--- config.mk ---
export PLATFORM = sky130hd
export DESIGN_NAME = seq_detector_param
export DESIGN_NICKNAME = d
export VERILOG_FILES = /design/src/rtl/seq_detector_param.sv
export SDC_FILE = /design/constraint.sdc
export NUM_CORES = 1
export LEC_CHECK = 0
export CAP_MARGIN = 20
export CORE_MARGIN = 2
export CORE_UTILIZATION = 25
export CTS_BUF_LIST = sky130_fd_sc_hd__clkbuf_8
export CTS_CLUSTER_DIAMETER = 100
export DETAILED_ROUTE_END_ITERATION = 7
export PLACE_DENSITY_LB_ADDON = 0.3
export SLEW_MARGIN = 20
export SYNTH_ARGS = -nofsm -noshare
export SYNTH_HDL_FRONTEND = slang
export SYNTH_SLANG_ARGS = --single-unit
export TNS_END_PERCENT = 100
--- constraint.sdc ---
create_clock -name clk -period 5.2 [get_ports clk]
set_input_delay 0.52 -clock clk [delete_from_list [all_inputs] [get_ports clk]]
set_output_delay 0.52 -clock clk [all_outputs]
set_load 0.01 [all_outputs]
--- src/rtl/seq_detector_param.sv ---
// Serial pattern detector with a runtime-programmable pattern (1..MAX_LEN bits),
// overlap control, a same-cycle Mealy match, a registered Moore match and a saturating match counter.
module seq_detector_param #(
    parameter int                 MAX_LEN     = 8,
    parameter int                 LEN_W       = $clog2(MAX_LEN + 1),
    parameter int                 CNT_W       = 8,
    parameter logic [MAX_LEN-1:0] RST_PATTERN = 8'b0000_1101,
    parameter int                 RST_LEN     = 4,
    parameter logic               RST_OVERLAP = 1'b1
) (
    input  logic               clk,
    input  logic               reset,
    input  logic               in_valid,
    input  logic               in_seq,
    input  logic               cfg_load,
    input  logic [MAX_LEN-1:0] cfg_pattern,
    input  logic [LEN_W-1:0]   cfg_len,
    input  logic               cfg_overlap,
    input  logic               count_clr,
    output logic               mealy_Y,
    output logic               moore_Y,
    output logic [CNT_W-1:0]   match_count
);

    localparam logic [LEN_W-1:0] MAX_LEN_L = LEN_W'(MAX_LEN);
    localparam logic [CNT_W-1:0] CNT_MAX   = {CNT_W{1'b1}};

    logic [MAX_LEN-1:0] pattern_r;
    logic [LEN_W-1:0]   len_r;
    logic               ovl_r;
    // The oldest bit of the window is never compared again, so only MAX_LEN-1 bits are kept.
    logic [MAX_LEN-2:0] hist_r;
    logic [LEN_W-1:0]   fill_r;

    logic [MAX_LEN-1:0] hist_n_s;
    logic [MAX_LEN-1:0] mask_s;
    logic               accept_s;
    logic               fill_ok_s;
    logic               bits_ok_s;
    logic               match_s;
    logic [LEN_W-1:0]   fill_inc_s;
    logic [LEN_W-1:0]   fill_n_s;
    logic [LEN_W-1:0]   len_clamp_s;

    assign accept_s = in_valid & ~cfg_load;
    assign hist_n_s = {hist_r, in_seq};

    // Match evaluation on the candidate window and next-state fill computation.
    always_comb begin
        mask_s = {MAX_LEN{1'b0}};
        for (int i = 0; i < MAX_LEN; i++) begin
            mask_s[i] = (i < int'(len_r));
        end
        fill_ok_s = ((LEN_W + 1)'(fill_r) + (LEN_W + 1)'(1)) >= (LEN_W + 1)'(len_r);
        bits_ok_s = (((hist_n_s ^ pattern_r) & mask_s) == {MAX_LEN{1'b0}});
        match_s   = accept_s & (len_r != {LEN_W{1'b0}}) & fill_ok_s & bits_ok_s;

        if (fill_r >= len_r) begin
            fill_inc_s = len_r;
        end else begin
            fill_inc_s = fill_r + LEN_W'(1);
        end

        if (match_s && !ovl_r) begin
            fill_n_s = {LEN_W{1'b0}};
        end else begin
            fill_n_s = fill_inc_s;
        end

        if (cfg_len > MAX_LEN_L) begin
            len_clamp_s = MAX_LEN_L;
        end else begin
            len_clamp_s = cfg_len;
        end
    end

    assign mealy_Y = match_s;

    // Configuration registers, detector history/fill and the Moore flag.
    always_ff @(posedge clk or posedge reset) begin
        if (reset) begin
            pattern_r <= RST_PATTERN;
            len_r     <= LEN_W'(RST_LEN);
            ovl_r     <= RST_OVERLAP;
            hist_r    <= {(MAX_LEN - 1){1'b0}};
            fill_r    <= {LEN_W{1'b0}};
            moore_Y   <= 1'b0;
        end else if (cfg_load) begin
            pattern_r <= cfg_pattern;
            len_r     <= len_clamp_s;
            ovl_r     <= cfg_overlap;
            hist_r    <= {(MAX_LEN - 1){1'b0}};
            fill_r    <= {LEN_W{1'b0}};
            moore_Y   <= 1'b0;
        end else if (accept_s) begin
            hist_r    <= hist_n_s[MAX_LEN-2:0];
            fill_r    <= fill_n_s;
            moore_Y   <= match_s;
        end else begin
            hist_r    <= hist_r;
            fill_r    <= fill_r;
            moore_Y   <= moore_Y;
        end
    end

    // Saturating match counter; a clear in the same cycle as a match wins.
    always_ff @(posedge clk or posedge reset) begin
        if (reset) begin
            match_count <= {CNT_W{1'b0}};
        end else if (count_clr) begin
            match_count <= {CNT_W{1'b0}};
        end else if (match_s && (match_count != CNT_MAX)) begin
            match_count <= match_count + CNT_W'(1);
        end else begin
            match_count <= match_count;
        end
    end

endmodule

==> results of run 1 <==
## power breakdown
group          total, mW  leakage, nW  internal [mW]  switching, mW
combinational      0.132        0.484         0.0653         0.0668
sequential         0.299        0.426          0.278         0.0210
clock              0.211       0.0542          0.120         0.0916
total              0.642        0.964          0.463          0.179
## kinds of logic after synthesis
| family | after synthesis | synth area share |
|---|---|---|
| xor+xnor | 10 | 0.0487 |
| fa+ha+maj | 10 | 0.0696 |
| buf+inv | 14 | 0.0313 |
| mux | 20 | 0.118 |
| flops | 33 | 0.463 |
| simple gates | 49 | 0.135 |
| compound gates | 39 | 0.134 |
## routing by layer
layer	up-vias	GRT usage	share of wire
met2	18	0.170	0.48
met3	5	0.0252	0.030
li1	681	-	-
met1	638	0.139	0.47
met4	0	0.0372	0.019
met5	-	0	0
## worst reg2reg max path, stage by stage (launching register included)
cell and delay [ns]:
dfrtp_1 0.45, ha_1 0.26, xor2_1 0.18, ha_1 0.28, o21ai_0 0.06, o21ai_0 0.23, nand4_2 0.24, a31oi_1 0.34
mux2_2 0.37
## how the worst min path moves through the flow
stage                     startpoint        end  slack [ns]  cells after the start
after floorplan            fill_r[1]  fill_r[1]        0.50                      2
after global placement       moore_Y    moore_Y        0.47                      2
after detailed placement     moore_Y    moore_Y        0.49                      2
after CTS                    moore_Y    moore_Y        0.51                      2
final                        moore_Y    moore_Y        0.50                      2
after global routing         moore_Y    moore_Y        0.54                      2
## state kept, by name, summed over array words and instances (netlist names)
name         count
moore_Y          1
hist_r           7
len_r            4
fill_r           4
pattern_r        8
ovl_r            1
match_count      8
## synth_stat cells (2+ instances only)
| library cell | number |
|---|---|
| dfrtp_1 | 28 |
| nand2_1 | 18 |
| o21ai_0 | 14 |
| nor2_1 | 11 |
| ha_1 | 10 |
| mux2_2 | 10 |
| mux2i_1 | 10 |
| a21oi_1 | 9 |
| inv_1 | 8 |
| dfstp_2 | 5 |
| xnor2_1 | 5 |
| xor2_1 | 5 |
| a211oi_1 | 3 |
| a31o_2 | 3 |
| clkbuf_1 | 3 |
| nand2b_1 | 3 |
| nand3_1 | 3 |
| nor2b_1 | 3 |
| nor3_1 | 3 |
| a31oi_1 | 2 |
| nand4b_1 | 2 |
## through the flow
| stage | hold WS [ns] | utilization |
|---|---|---|
| 6_report | 0.498 | 0.334 |
| 5_1_grt | 0.537 | 0.334 |
| 2_1_floorplan | 0.501 | - |
| 3_3_place_gp | 0.469 | 0.319 |
| 3_5_place_dp | 0.491 | 0.319 |
| 4_1_cts | 0.507 | 0.334 |
## layout make-up
type,count,area [µm²]
Sequential cell,33,832
Tap cell,96,120
Timing Repair Buffer,30,295
Clock inverter,1,5.00
Multi-Input combinational cell,128,910
Clock buffer,7,96.3
Fill cell,708,4580
Inverter,9,33.8
==> metrics.txt, run 1 <==
Setup Skew=0.00172 ns; final hold violation count=0; Final Setup Violations=0; minimum clock period=3.33 ns; Layout Cells excl Fill=304; EDFF count, synth=0; DRC=0; Setup Fix Bufs, Post-CTS=0; Final Max Slew Viols=0; global-route wire length before repair=6.42 mm; maximum vdd drop=0.127 mV; # hold bufs at CTS=0; Worst Hold Class=register to register; CTS tree=done; die height=88.8 µm; fraction of layout cells with a size suffix above 1=0.149; initial antenna violation count=0; DP Worst Slack=1.85 ns; FF+latch count, synth=33; top cells by area, synth=dfrtp_1 (39%), dfstp_2 (7.3%), ha_1 (7.0%); Yosys cell types=38; Buf+Inv Stages, Crit Path=3; Worst R2R Setup Slack=2.69 ns; Boundary Pins=29; FF-to-FF End=match_count[0]; nets=236; CTS root buffer=clkbuf_8; Buffers on Ports=28; gr ovfl total=0; Worst R2R Path Depth=8; Synth top area share=0.390; commonest cells after routing, fill and taps aside=dfrtp_1 (28), clkdlybuf4s50_1 (28), nand2_1 (18); Via density=4.41; Syn-to-layout area delta=27.5%; core area=6870 µm²; final critical-path share of the clock period=0.641; worst path required time=4.68 ns; max cap viols=0; Post-synth ARST share=1.00; Critical-path top delay cell=clkdlybuf4s50_1; WL per Instance=12.0 µm; Crit Path Max Fanout=9; largest net degree at the start of global routing=34; power per standard cell area=280 nW/µm²; largest stage delay on the critical path=0.74 ns; post-DP HPWL=2.75 mm; Top FF cell, synth=dfrtp_1; startpoint types=input pin; Seq/Total Area, Yosys=0.463; CP Capture Type=output port; status=finished clean; Final Routed Wirelength=3.66 mm; Initial Utilization=0.262; crit-path leading delay family=buffers and inverters; Worst Setup SP=in_valid; Critical Path Most Common Cell=clkdlybuf4s50_1; CTS Sinks=33; Post-Syn Instances=175; Total Power=642 µW; Via Count=1342; drt pass-1 iters=4; f_max=300 MHz; Slew HR=0.688; Post-CTS Resized=0; antenna-violating nets left=0; syn_nets=204; die area=7890 µm²; RSZ-0062 raised after global routing=no; Syn Area/Cell=10.3 µm²; Initial DRC Count=38; fin worst setup slack=1.87 ns; end of the critical path=mealy_Y; Clk pin slew, worst setup/hold paths=0.07 ns; Setup CP Type=input pin to output port; TritonCTS buffer count=5; Ant. Diodes=0; Worst R2R Start=fill_r[0]; Static Leak=0.964 nW; Worst Tran Pin Value=0.464 ns; YS warnings=0; H-tree depth=2; crit path cell chain=clkdlybuf4s50_1 -> nor2b_1 -> o211ai_1 -> a211oi_2 -> nand4_2 -> clkinv_1 -> clkdlybuf4s50_1; GPL Wtd Cong=0.783; placed cell count=296; Finished Cell Area=2290 µm²; worst-skew pair later-pin latency=0.28 ns; Fin Setup TNS=0 ns; vias in the first global route=1352; CP Data Arrival Time=2.81 ns; Post-Syn Area=1800 µm²; Chip Width=88.8 µm; Row Count=30; Total GRT Usage=0.106; DP Area=2190 µm²; critical path depth=7; Synth area leader=dfrtp_1; Clock Path Buffers=2
(Power assumes the default switching activity.)
==> inputs of run 2 (changes only) <==
clock period = 2.8 ns   (was 5.2 ns; I/O delays follow)
==> run 2 against run 1 <==
Net effect: design area rose by 1.6%; non-clock buffer count rose by 4; first-iteration DRC count rose by 89%; worst setup slack got worse by 1.6 ns; cell count rose by 1.3%; largest power group unchanged; flip-flop and latch count did not move; combinational power rose by 95%; critical path type is now register to register; die area did not move; core utilization rose by 0.53 points.
==> metrics.txt, run 2 (synthesized netlist as in run 1, its figures left out) <==
gr ovfl total=0; Ant. Diodes=0; Chip Width=88.8 µm; startpoint types=register; status=finished clean; Worst Tran Pin Value=0.494 ns; final hold violation count=0; H-tree depth=2; CTS Sinks=33; Final Util=0.339; minimum clock period=2.49 ns; fraction of layout cells with a size suffix above 1=0.175; Clk pin slew, worst setup/hold paths=0.07 ns; GPL Wtd Cong=0.809; CTS root buffer=clkbuf_8; post-DP HPWL=2.83 mm; worst path required time=3.00 ns; Total Power=1.20 mW; commonest cells after routing, fill and taps aside=dfrtp_1 (27), clkdlybuf4s50_1 (27), nand2_1 (18); DRC=0; CP Capture Type=register; power per standard cell area=515 nW/µm²; CTS tree=done; Crit Path Max Fanout=6; Slew HR=0.668; Static Leak=0.998 nW; maximum vdd drop=0.236 mV; max cap viols=0; Worst Hold Class=input pin to async pin; worst-skew pair later-pin latency=0.28 ns; Via Count=1390; # hold bufs at CTS=0; biggest regs=match_count x8, pattern_r x8, hist_r x7; Via density=4.51; antenna-violating nets left=0; RSZ-0062 raised after global routing=no; core area=6870 µm²; WL per Instance=12.4 µm; Final Max Slew Viols=0; Syn-to-layout area delta=29.5%; drt pass-1 iters=4; Initial Utilization=0.262; nets=240; Boundary Pins=29; Row Count=30; Fin Setup TNS=0 ns; f_max=402 MHz; vias in the first global route=1353; Setup Skew=0.00604 ns; initial antenna violation count=0; Initial DRC Count=72; final critical-path share of the clock period=0.889; Setup CP Type=register to register; largest net degree at the start of global routing=34; Total GRT Usage=0.106; die area=7890 µm²; Clock Path Buffers=2; die height=88.8 µm; TritonCTS buffer count=5; Buffers on Ports=28; Layout fillers=726; Final Setup Violations=0; global-route wire length before repair=6.35 mm; Final Routed Wirelength=3.82 mm; CP Data Arrival Time=2.69 ns
[run 2: changes by cell type in the layout (fill, tap and decap cells not counted), sizes merged]
cell	change
buf	+4
clkdlybuf4s50	-1
dlymetal6s2s	+1
[run 2: area by class of cell]
type / count / area, µm² / area share
Sequential cell: 33 / 833 / 0.358
Clock inverter: 1 / 5.00 / 0.00215
Multi-Input combinational cell: 128 / 912 / 0.392
Inverter: 9 / 33.8 / 0.0145
Clock buffer: 7 / 96.3 / 0.0414
Timing Repair Buffer: 34 / 328 / 0.141
Tap cell: 96 / 120 / 0.0516
[run 2: metrics by stage]
step | hold WS, ns | area [µm²] | std cells | setup slack [ns]
floorplan | 0.369 | 1800 | 175 | 0.592
global placement | 0.471 | 2210 | 299 | 0.363
detailed placement | 0.468 | 2210 | 299 | 0.295
CTS | 0.401 | 2310 | 307 | 0.0283
global route | 0.440 | 2330 | 308 | 0.170
finish | 0.393 | 2330 | 308 | 0.311
[run 2: where the power goes]
| group | internal (mW) | total [mW] | switching [mW] |
|---|---|---|---|
| clock | 0.222 | 0.387 | 0.165 |
| combinational | 0.127 | 0.258 | 0.131 |
| sequential | 0.517 | 0.555 | 0.0378 |
[run 2: per-layer routing]
metal  part of all wire  up-vias  track usage
li1                   -      691            -
met1               0.48      671        0.134
met2               0.47       24        0.168
met3              0.038        4       0.0326
met4              0.015        0       0.0427
met5                  0        -            0
[run 2: worst paths after layout]
check / start / cells past startpoint / to / slack (ns)
worst min register to register: moore_Y / 2 / moore_Y / 0.48
worst min-delay path: reset / 3 / match_count[2] / 0.39
worst max register to register: fill_r[0] / 9 / match_count[5] / 0.31
worst max-delay path: fill_r[0] / 9 / match_count[5] / 0.31
max in group asynchronous: reset / 3 / len_r[2] / 2.07
min in group clk: moore_Y / 2 / moore_Y / 0.48
[run 2: timing repair]
| action | in CTS | in global routing |
|---|---|---|
| pin swaps | 1 | 1 |
| endpoints found under the hold margin | 0 | 0 |
| endpoints found under the setup margin | 1 | 1 |
| setup buffers | 0 | 1 |
| gates resized for setup | 1 | 3 |
[run 2: worst max-delay path: stages (launching register included)]
cell     delay (ns)
dfrtp_2        0.44
ha_1           0.24
xor2_1         0.19
ha_2           0.33
o21ai_0        0.06
o21ai_1        0.15
nand4_2        0.15
buf_4          0.19
or4_1          0.50
a21oi_1        0.16
==> inputs of run 3 (changes only) <==
CAP_MARGIN = not set   (was 20)
==> results of run 3 <==
Final layout, timing and power as in run 2 (identical DEF).
